===== src/rtl/router_fsm_ctrl_n.sv =====
// router_fsm_ctrl_n: moves one packet at a time from the single input port into one of NUM_CH output FIFOs.
// Latency: Moore outputs change one clock after the deciding edge; the only input-to-output path is async reset.
// Backpressure: busy stalls the source while it waits, is full or closes a packet; DROP sinks bytes without stalling.
//
// Ports:
//   clk, rst                  rising-edge clock, asynchronous active-low reset
//   pkt_valid, din            source packet valid and header address (din used only in DECODE_ADDRESS)
//   fifo_full/fifo_empty      per-channel FIFO status, muxed by the destination address
//   soft_rst                  per-channel soft reset; only the selected channel is honoured
//   parity_done, low_pkt_valid  end-of-packet hints used when resuming after a full FIFO
//   dest_sel                  one-hot latched destination (zero when idle or dropping)
//   wr_en_req                 FIFO write request
//   detect_addr .. drop_pkt   state flags for the synchroniser/register/FIFO-write blocks
//   busy                      stall the source

module router_fsm_ctrl_n #(
  parameter int NUM_CH  = 3,
  parameter int ADDR_W  = 2,
  parameter int WAIT_TO = 255,
  parameter int TO_W    = 8
) (
  input  logic              clk,
  input  logic              rst,
  input  logic              pkt_valid,
  input  logic [ADDR_W-1:0] din,
  input  logic [NUM_CH-1:0] fifo_full,
  input  logic [NUM_CH-1:0] fifo_empty,
  input  logic [NUM_CH-1:0] soft_rst,
  input  logic              parity_done,
  input  logic              low_pkt_valid,
  output logic [NUM_CH-1:0] dest_sel,
  output logic              wr_en_req,
  output logic              detect_addr,
  output logic              lfd_state,
  output logic              laf_state,
  output logic              full_state,
  output logic              rst_int_req,
  output logic              drop_pkt,
  output logic              busy
);

  typedef enum logic [3:0] {
    DECODE_ADDRESS     = 4'd0,
    LOAD_FIRST_DATA    = 4'd1,
    LOAD_DATA          = 4'd2,
    WAIT_TILL_EMPTY    = 4'd3,
    FIFO_FULL_STATE    = 4'd4,
    LOAD_AFTER_FULL    = 4'd5,
    LOAD_PARITY        = 4'd6,
    CHECK_PARITY_ERROR = 4'd7,
    DROP               = 4'd8
  } state_t;

  localparam logic [TO_W-1:0] WAIT_LIMIT = TO_W'(WAIT_TO);
  localparam bit              TIMEOUT_EN = (WAIT_TO != 0);

  state_t            state;
  state_t            state_nxt;
  logic [ADDR_W-1:0] addr_q;
  logic [ADDR_W-1:0] addr_nxt;
  logic [TO_W-1:0]   wait_cnt;
  logic [TO_W-1:0]   wait_cnt_nxt;

  logic [ADDR_W-1:0] sel_idx;
  logic              sel_full;
  logic              sel_empty;
  logic              sel_srst;
  logic              din_valid;
  logic              owns_channel;
  logic              srst_hit;
  logic              wait_expired;

  // Channel status mux. While decoding the header the live address is used,
  // afterwards the latched one. Addresses beyond NUM_CH select nothing, which
  // keeps the mux safe when 2**ADDR_W > NUM_CH.
  always_comb begin
    sel_idx   = (state == DECODE_ADDRESS) ? din : addr_q;
    sel_full  = 1'b0;
    sel_empty = 1'b0;
    sel_srst  = 1'b0;
    for (int i = 0; i < NUM_CH; i++) begin
      if (sel_idx == ADDR_W'(i)) begin
        sel_full  = fifo_full[i];
        sel_empty = fifo_empty[i];
        sel_srst  = soft_rst[i];
      end
    end
  end

  assign din_valid    = (int'(din) < NUM_CH);
  // A channel is "owned" while a packet is bound to a real destination;
  // soft reset and dest_sel only apply then.
  assign owns_channel = (state != DECODE_ADDRESS) && (state != DROP);
  assign srst_hit     = owns_channel && sel_srst;
  assign wait_expired = TIMEOUT_EN && (wait_cnt == WAIT_LIMIT);

  // Next-state logic
  always_comb begin
    state_nxt    = state;
    addr_nxt     = addr_q;
    wait_cnt_nxt = wait_cnt;

    case (state)
      DECODE_ADDRESS: begin
        if (pkt_valid) begin
          addr_nxt = din;
          if (!din_valid) begin
            state_nxt = DROP;
          end else if (sel_empty) begin
            state_nxt = LOAD_FIRST_DATA;
          end else begin
            state_nxt    = WAIT_TILL_EMPTY;
            wait_cnt_nxt = '0;
          end
        end
      end

      WAIT_TILL_EMPTY: begin
        // Empty wins over an expiring timeout in the same cycle.
        if (sel_empty) begin
          state_nxt = LOAD_FIRST_DATA;
        end else if (wait_expired) begin
          state_nxt = DROP;
        end else begin
          wait_cnt_nxt = wait_cnt + TO_W'(1);
        end
      end

      LOAD_FIRST_DATA: state_nxt = LOAD_DATA;

      LOAD_DATA: begin
        if (sel_full) begin
          state_nxt = FIFO_FULL_STATE;
        end else if (!pkt_valid) begin
          state_nxt = LOAD_PARITY;
        end
      end

      FIFO_FULL_STATE: begin
        if (!sel_full) begin
          state_nxt = LOAD_AFTER_FULL;
        end
      end

      LOAD_AFTER_FULL: begin
        if (parity_done) begin
          state_nxt = DECODE_ADDRESS;
        end else if (low_pkt_valid) begin
          state_nxt = LOAD_PARITY;
        end else begin
          state_nxt = LOAD_DATA;
        end
      end

      LOAD_PARITY: state_nxt = CHECK_PARITY_ERROR;

      CHECK_PARITY_ERROR: begin
        state_nxt = sel_full ? FIFO_FULL_STATE : DECODE_ADDRESS;
      end

      DROP: begin
        if (!pkt_valid) begin
          state_nxt = DECODE_ADDRESS;
        end
      end

      default: state_nxt = DECODE_ADDRESS;
    endcase

    // Soft reset of the bound channel overrides every other transition.
    if (srst_hit) begin
      state_nxt = DECODE_ADDRESS;
    end
  end

  // State register
  always_ff @(posedge clk or negedge rst) begin
    if (!rst) begin
      state    <= DECODE_ADDRESS;
      addr_q   <= '0;
      wait_cnt <= '0;
    end else begin
      state    <= state_nxt;
      addr_q   <= addr_nxt;
      wait_cnt <= wait_cnt_nxt;
    end
  end

  // Moore outputs
  always_comb begin
    dest_sel    = '0;
    wr_en_req   = 1'b0;
    detect_addr = 1'b0;
    lfd_state   = 1'b0;
    laf_state   = 1'b0;
    full_state  = 1'b0;
    rst_int_req = 1'b0;
    drop_pkt    = 1'b0;
    busy        = 1'b1;

    if (owns_channel) begin
      for (int i = 0; i < NUM_CH; i++) begin
        dest_sel[i] = (addr_q == ADDR_W'(i));
      end
    end

    case (state)
      DECODE_ADDRESS: begin
        detect_addr = 1'b1;
        busy        = 1'b0;
      end
      LOAD_FIRST_DATA:    lfd_state = 1'b1;
      LOAD_DATA: begin
        wr_en_req = 1'b1;
        busy      = 1'b0;
      end
      FIFO_FULL_STATE:    full_state = 1'b1;
      LOAD_AFTER_FULL: begin
        laf_state = 1'b1;
        wr_en_req = 1'b1;
      end
      LOAD_PARITY:        wr_en_req = 1'b1;
      CHECK_PARITY_ERROR: rst_int_req = 1'b1;
      DROP: begin
        drop_pkt = 1'b1;
        busy     = 1'b0;
      end
      default: ;
    endcase
  end

endmodule


===== config.mk =====
export PLATFORM = sky130hd
export DESIGN_NAME = router_fsm_ctrl_n
export DESIGN_NICKNAME = d
export VERILOG_FILES = /design/src/rtl/router_fsm_ctrl_n.sv
export SDC_FILE = /design/constraint.sdc
export NUM_CORES = 1
export LEC_CHECK = 0
export ABC_AREA = 1
export CAP_MARGIN = 30
export CORE_MARGIN = 3
export CORE_UTILIZATION = 45
export CTS_BUF_LIST = sky130_fd_sc_hd__clkbuf_8 sky130_fd_sc_hd__clkbuf_16
export DETAILED_ROUTE_END_ITERATION = 12
export GPL_TIMING_DRIVEN = 0
export PLACE_DENSITY = 0.76
export SETUP_SLACK_MARGIN = 0.3
export SLEW_MARGIN = 20
export SYNTH_ARGS = -nofsm -noshare
export SYNTH_HDL_FRONTEND = slang
export SYNTH_SLANG_ARGS = --single-unit

===== constraint.sdc =====
create_clock -name clk -period 1.55 [get_ports clk]
set_input_delay 0.31 -clock clk [delete_from_list [all_inputs] [get_ports clk]]
set_output_delay 0.31 -clock clk [all_outputs]
set_load 0.01 [all_outputs]

# Word level (Yosys, flattened, before mapping)
# Index checks and enable logic that the tools add are counted.
dict set report classes {
  addsub 1
  magnitude_cmp 1
  reduce_logical 12
  mux 39
  eq_ne 24
}
# cell n
set ops {}
lappend ops {{$mux 8} 5}
lappend ops {{$mux 4} 9}
lappend ops {{$pmux 4 s9} 1}
lappend ops {{$mux 1} 17}
lappend ops {{$eq 4x3->1 const B} 4}
lappend ops {{$pmux 8 s2} 1}
lappend ops {{$mux 3} 4}
lappend ops {{$ne 4x4->1 const B} 3}
lappend ops {{$ne 2x2->1 const B} 5}
lappend ops {{$ne 3x3->1 const B} 3}
lappend ops {{$add 8x1->8 const B} 1}
lappend ops {{$eq 4x2->1 const B} 2}
lappend ops {{$eq 8x8->1 const B} 1}
lappend ops {{$reduce_and 6->1} 1}
lappend ops {{$reduce_or 3->1} 2}
lappend ops {{$reduce_and 5->1} 1}
lappend ops {{$eq 2x1->1 const B} 2}
lappend ops {{$eq 2x2->1 const B} 2}
lappend ops {{$eq 4x1->1 const B} 1}
lappend ops {{$eq 4x4->1 const B} 1}
lappend ops {{$logic_not 2->1} 2}
lappend ops {{$logic_not 4->1} 1}
lappend ops {{$mux 2} 2}
lappend ops {{$reduce_bool 4->1} 1}
lappend ops {{other kinds (4)} 5}
dict set report totals {
  out_inout_bits 11
  reg_bits 14
}

# Depth between registers and ports, before layout
dict set report depth {
  depth_word 11
  depth_mapped 15
}

# Least setup slack after synthesis
# OpenSTA, ideal clock, no wires.
dict set report synth_timing {
  kind {reg-to-reg}
  from {register state[1]}
  to {register state[1]}
  setup_ns 0.117
  path_slack_ns -0.137
  synth_period_minus_slack_ns 1.687
  path_stages_with_launch 13
  arrival_ns 1.570
  path_cell_list {dfrtp_1 nor2_4 inv_1 nor2_1 inv_1 nor2_1 inv_1 nand2_1 nand2_1 inv_1 nor2_2 nand4_1 nand2_1}
}
dict set report synth_via {
  elab_chain_len 11
  elab_cells_between_ends 39
}
# item line_no
set synth_rtl {}
lappend synth_rtl {{start, declared} 57} ;# state_t state;
lappend synth_rtl {{start signal, assigned} 183} ;# state <= state_nxt;
lappend synth_rtl {{$logic_not 4->1} {77, 103}}
lappend synth_rtl {{$mux 2} 77} ;# sel_idx = (state == DECODE_ADDRESS) ? din : addr_q;
lappend synth_rtl {{$logic_not 2->1} 82} ;# if (sel_idx == ADDR_W'(i)) begin
lappend synth_rtl {{$mux 1 (3 in series)} 82}
lappend synth_rtl {{$mux 2} 109} ;# end else if (sel_empty) begin
lappend synth_rtl {{$mux 4} 107} ;# if (!din_valid) begin
lappend synth_rtl {{$mux 4} 105} ;# if (pkt_valid) begin
lappend synth_rtl {{$pmux 4 s9} 103} ;# case (state)
lappend synth_rtl {{$mux 4} 171} ;# if (srst_hit) begin
# Parallel ways exist; a longest one is shown, timed or not. The select of a mux whose other input is x is not followed.
# A chain may end at the register's enable or synchronous reset.

# Worst setup path in the final report
dict set report layout_timing {
  from {register state[2]}
  to {register state[2]}
}
dict set report layout_via {
  elab_chain_len 9
  elab_cells_between_ends 37
}
# item line_no
set layout_rtl {}
lappend layout_rtl {{$logic_not 4->1} {77, 103}}
lappend layout_rtl {{$mux 2} 77}
lappend layout_rtl {{$logic_not 2->1} 82}
lappend layout_rtl {{$mux 1 (3 in series)} 82}
lappend layout_rtl {{$mux 3 (tied with other cells)} 158} ;# state_nxt = sel_full ? FIFO_FULL_STATE : DECODE_ADDRESS;
lappend layout_rtl {{$pmux 4 s9 (tied with other cells)} 103}
lappend layout_rtl {{$mux 4 or $reduce_and 5->1 (tied branches)} --}
# Parallel ways exist; a longest one is shown, timed or not.

==> results <==
state kept, by name (all words and copies together), names as in the netlist:
register  count
addr_q        2
state         4
wait_cnt      8
worst max-delay path: stages (launching register included):
cell,delay (ns)
dfrtp_2,0.43
nor2_4,0.14
inv_2,0.09
nor3_4,0.33
nand2_1,0.15
nand2_2,0.11
a21oi_4,0.05
nand2_1,0.10
nand2_1,0.09
nor2_4,0.15
nand4_1,0.12
nand2_1,0.10
routing by layer:
layer	global-route usage, %	vias to the layer above
met4	4.30	0
met3	5.52	15
met5	0	-
li1	-	707
met2	42.7	47
met1	30.7	701
through the flow:
step                      total power (W)  util [%]  setup WS [ns]  TNS, ns
after floorplan                   0.00201         -        -0.0722   -0.555
after global placement            0.00257      64.0         -0.479    -7.08
after detailed placement          0.00259      64.0         -0.484    -7.65
after CTS                         0.00363      78.3         -0.251    -3.64
after global routing              0.00453      86.4         -0.516    -7.35
final                             0.00426      86.4         -0.371    -5.22
kinds of logic after synthesis:
kind of cell | Yosys count
buffers and inverters | 32
and+or+nand+nor | 116
xor gates and xnor gates | 3
DFF | 14
adders and majority gates | 1
AOI/OAI and AO/OA | 12
worst paths after layout:
kind / slack, ns / cells after the start / to
setup reg to reg: -0.37 / 11 / state[2]
min in group clk: 0.57 / 2 / wait_cnt[7]
setup / recovery: -0.37 / 11 / state[2]
hold / removal: 0.45 / 1 / wait_cnt[3]
hold reg to reg: 0.57 / 2 / wait_cnt[7]
max in group asynchronous: 0.66 / 1 / state[3]
power groups by stage:
stage	sequential, W	combinational [W]	clock, W
floorplan	0.000568	0.00144	0
global placement	0.000591	0.00197	0
detailed placement	0.000595	0.00200	0
CTS	0.000583	0.00269	0.000357
global route	0.000612	0.00353	0.000380
finish	0.000595	0.00330	0.000360
timing repair:
item	4_1_cts	5_1_grt
gates cloned	1	0
endpoints found under the hold margin	0	0
pin swaps	17	10
resized for setup	72	43
buffers inserted	21	10
setup endpoints to repair	25	25
hold buffers	0	0
layout make-up:
| cell class | count | area (um^2) | area share, % |
|---|---|---|---|
| multi-input cells | 132 | 932 | 46.1 |
| repair buffers | 58 | 508 | 25.1 |
| well taps | 28 | 35.0 | 1.73 |
| clock buffers | 4 | 55.1 | 2.72 |
| flip-flops and latches | 14 | 355 | 17.6 |
| inverters | 31 | 121 | 6.00 |
| plain buffers | 1 | 15.0 | 0.743 |
cell usage in the layout (no fill, tap or decap), types with 3 or more instances in the layout:
cell,count
buf_2,5
buf_4,22
buf_6,14
clkbuf_8,4
clkdlybuf4s50_1,15
dfrtp_1,10
dfrtp_2,4
inv_1,21
inv_2,8
nand2_1,35
nand2_2,11
nand2_4,4
nand3_1,11
nand3_2,7
nand4_1,10
nor2_1,9
nor2_2,3
nor2_4,11
nor3_1,5
nor3_4,4
o21ai_0,3
o21ai_2,3
xor2_1,3
==> impl_results.md <==
- Clock sinks: 14
- Critical path class: flop to flop
- Die area: 3230 um^2
- Ys flop type: dfrtp_1
- Critical Path AT: 2.11 ns
- YS warnings: 0
- Max IR drop VDD: 1890 uV
- Final setup violating endpoints: 22
- Internal Power: 0.00208 W
- Core region area: 2340 um^2
- Main combinational cell family by area after synthesis: simple AND/OR/NAND/NOR gates
- Worst hold path class: input port to asynchronous set/reset pin
- Post-synth EDFFs: 0
- Syn avg cell area: 6.53 um^2
- Upper clock frequency limit: 0.520 GHz
- DR WL met2: 2170 um
- Psw: 0.00218 W
- Port Buf Inserts: 26
- Worst-Margin Slew: 0.622 ns
- Fin crit period: 1.92 ns
- Most numerous cell in the Yosys netlist: nand2_1
- Per-cell routed wire length: 16.2 um
- Initial Util: 49.7%
- Comb pwr share: 77.6%
- Synth top cells by count: nand2_1, inv_1, nand3_1
- Largest net degree at the start of global routing: 15
- WL met3: 200 um
- Antenna violations before repair: 0
- CP Launch Type: flop
- CTS tree: built
- First drt pass iteration count: 4
- Inst Count DP: 232
- Non-filler cells in the finished layout: 268
- DRT Wirelength: 4340 um
- Mux cell area share after synthesis: 0%
- Initial DRC Count: 56
- Post-Synth Simple-Gate Area: 49.2%
- Worst-Skew Late Latency: 0.25 ns
- CP Launch Point: state[2]
- FP Rows: 17
- CTS root buffer: clkbuf_8
- Sw Share: 51.1%
- Synth top area cells: dfrtp_1, nand2_1, inv_1
- Fin. Hold Viols: 0
- Share of the synthesized area in the top cell type: 30.1%
- DR DRC count: 0
- Clk buf depth: 2
- Met1 WL: 1840 um
- Remaining global-route overflow: 0
- Fraction of registers with async set/reset: 100%
- Register area share after synthesis: 30.1%
- Post-route setup slack: -0.371 ns
- Clock power frac: 8.5%
- Total CTS buffers: 3
- Die Ht: 56.8 um
- Share of cells above drive strength 1: 47.9%
- Mapped Cells: 178
- Final count of pins violating max slew: 0
- Finished Cell Area: 2020 um^2
- Max Cap Violations: 0
- Worst hold slack: 0.449 ns
- Vias in the first global route: 1358
- Final period utilization: 124%
- Adder-Cell Fraction of Synth Area: 1.08%
- Sequential share of power: 14.0%
- XOR/XNOR Fraction of Synth Area: 2.26%
- Post-Place Cell Area: 1500 um^2
- Synth cell types: 25
- Yosys top cell by area: dfrtp_1
- Yosys reg bits: 14
- Status: complete, but fails checks
- Reg clk slew, reported paths: 0.06 ns
- Antenna diode count: 0
- Dpl hpwl: 2360 um
- Routability cong.: 0.819
- Max Used Layer: met4
- Worst Skew: 0.00474 ns
- CTS H-tree lvls: 1
- Compound-Gate Fraction of Synth Area: 6.35%
- Slew headroom: 58.4%
- DR vias: 1470
- Unrepaired setup endpoints after global routing: yes
- Detail Route Antenna Nets: 0
- Synthesized net count: 195
- Worst Path Required: 1.73 ns
- Vias/cell: 5.49
- Cell area power density: 2110 nW/um^2
- Pleak: 0.971 nW
- GRT Util Overall: 24.4%
- Global-route wire length before repair: 6270 um
- Die width: 56.8 um
- CP endpoint kind: flop
- Io pins: 27
- Worst R2R Start: state[2]
- # nets final: 258
- Failing checks: setup timing
- FILL cells: 116
- Area growth from synthesis to final layout: 74.0%
- Max FO, Critical Path: 5
- Mapped Area: 1160 um^2
Note: power is estimated with default switching activity, not from simulation.
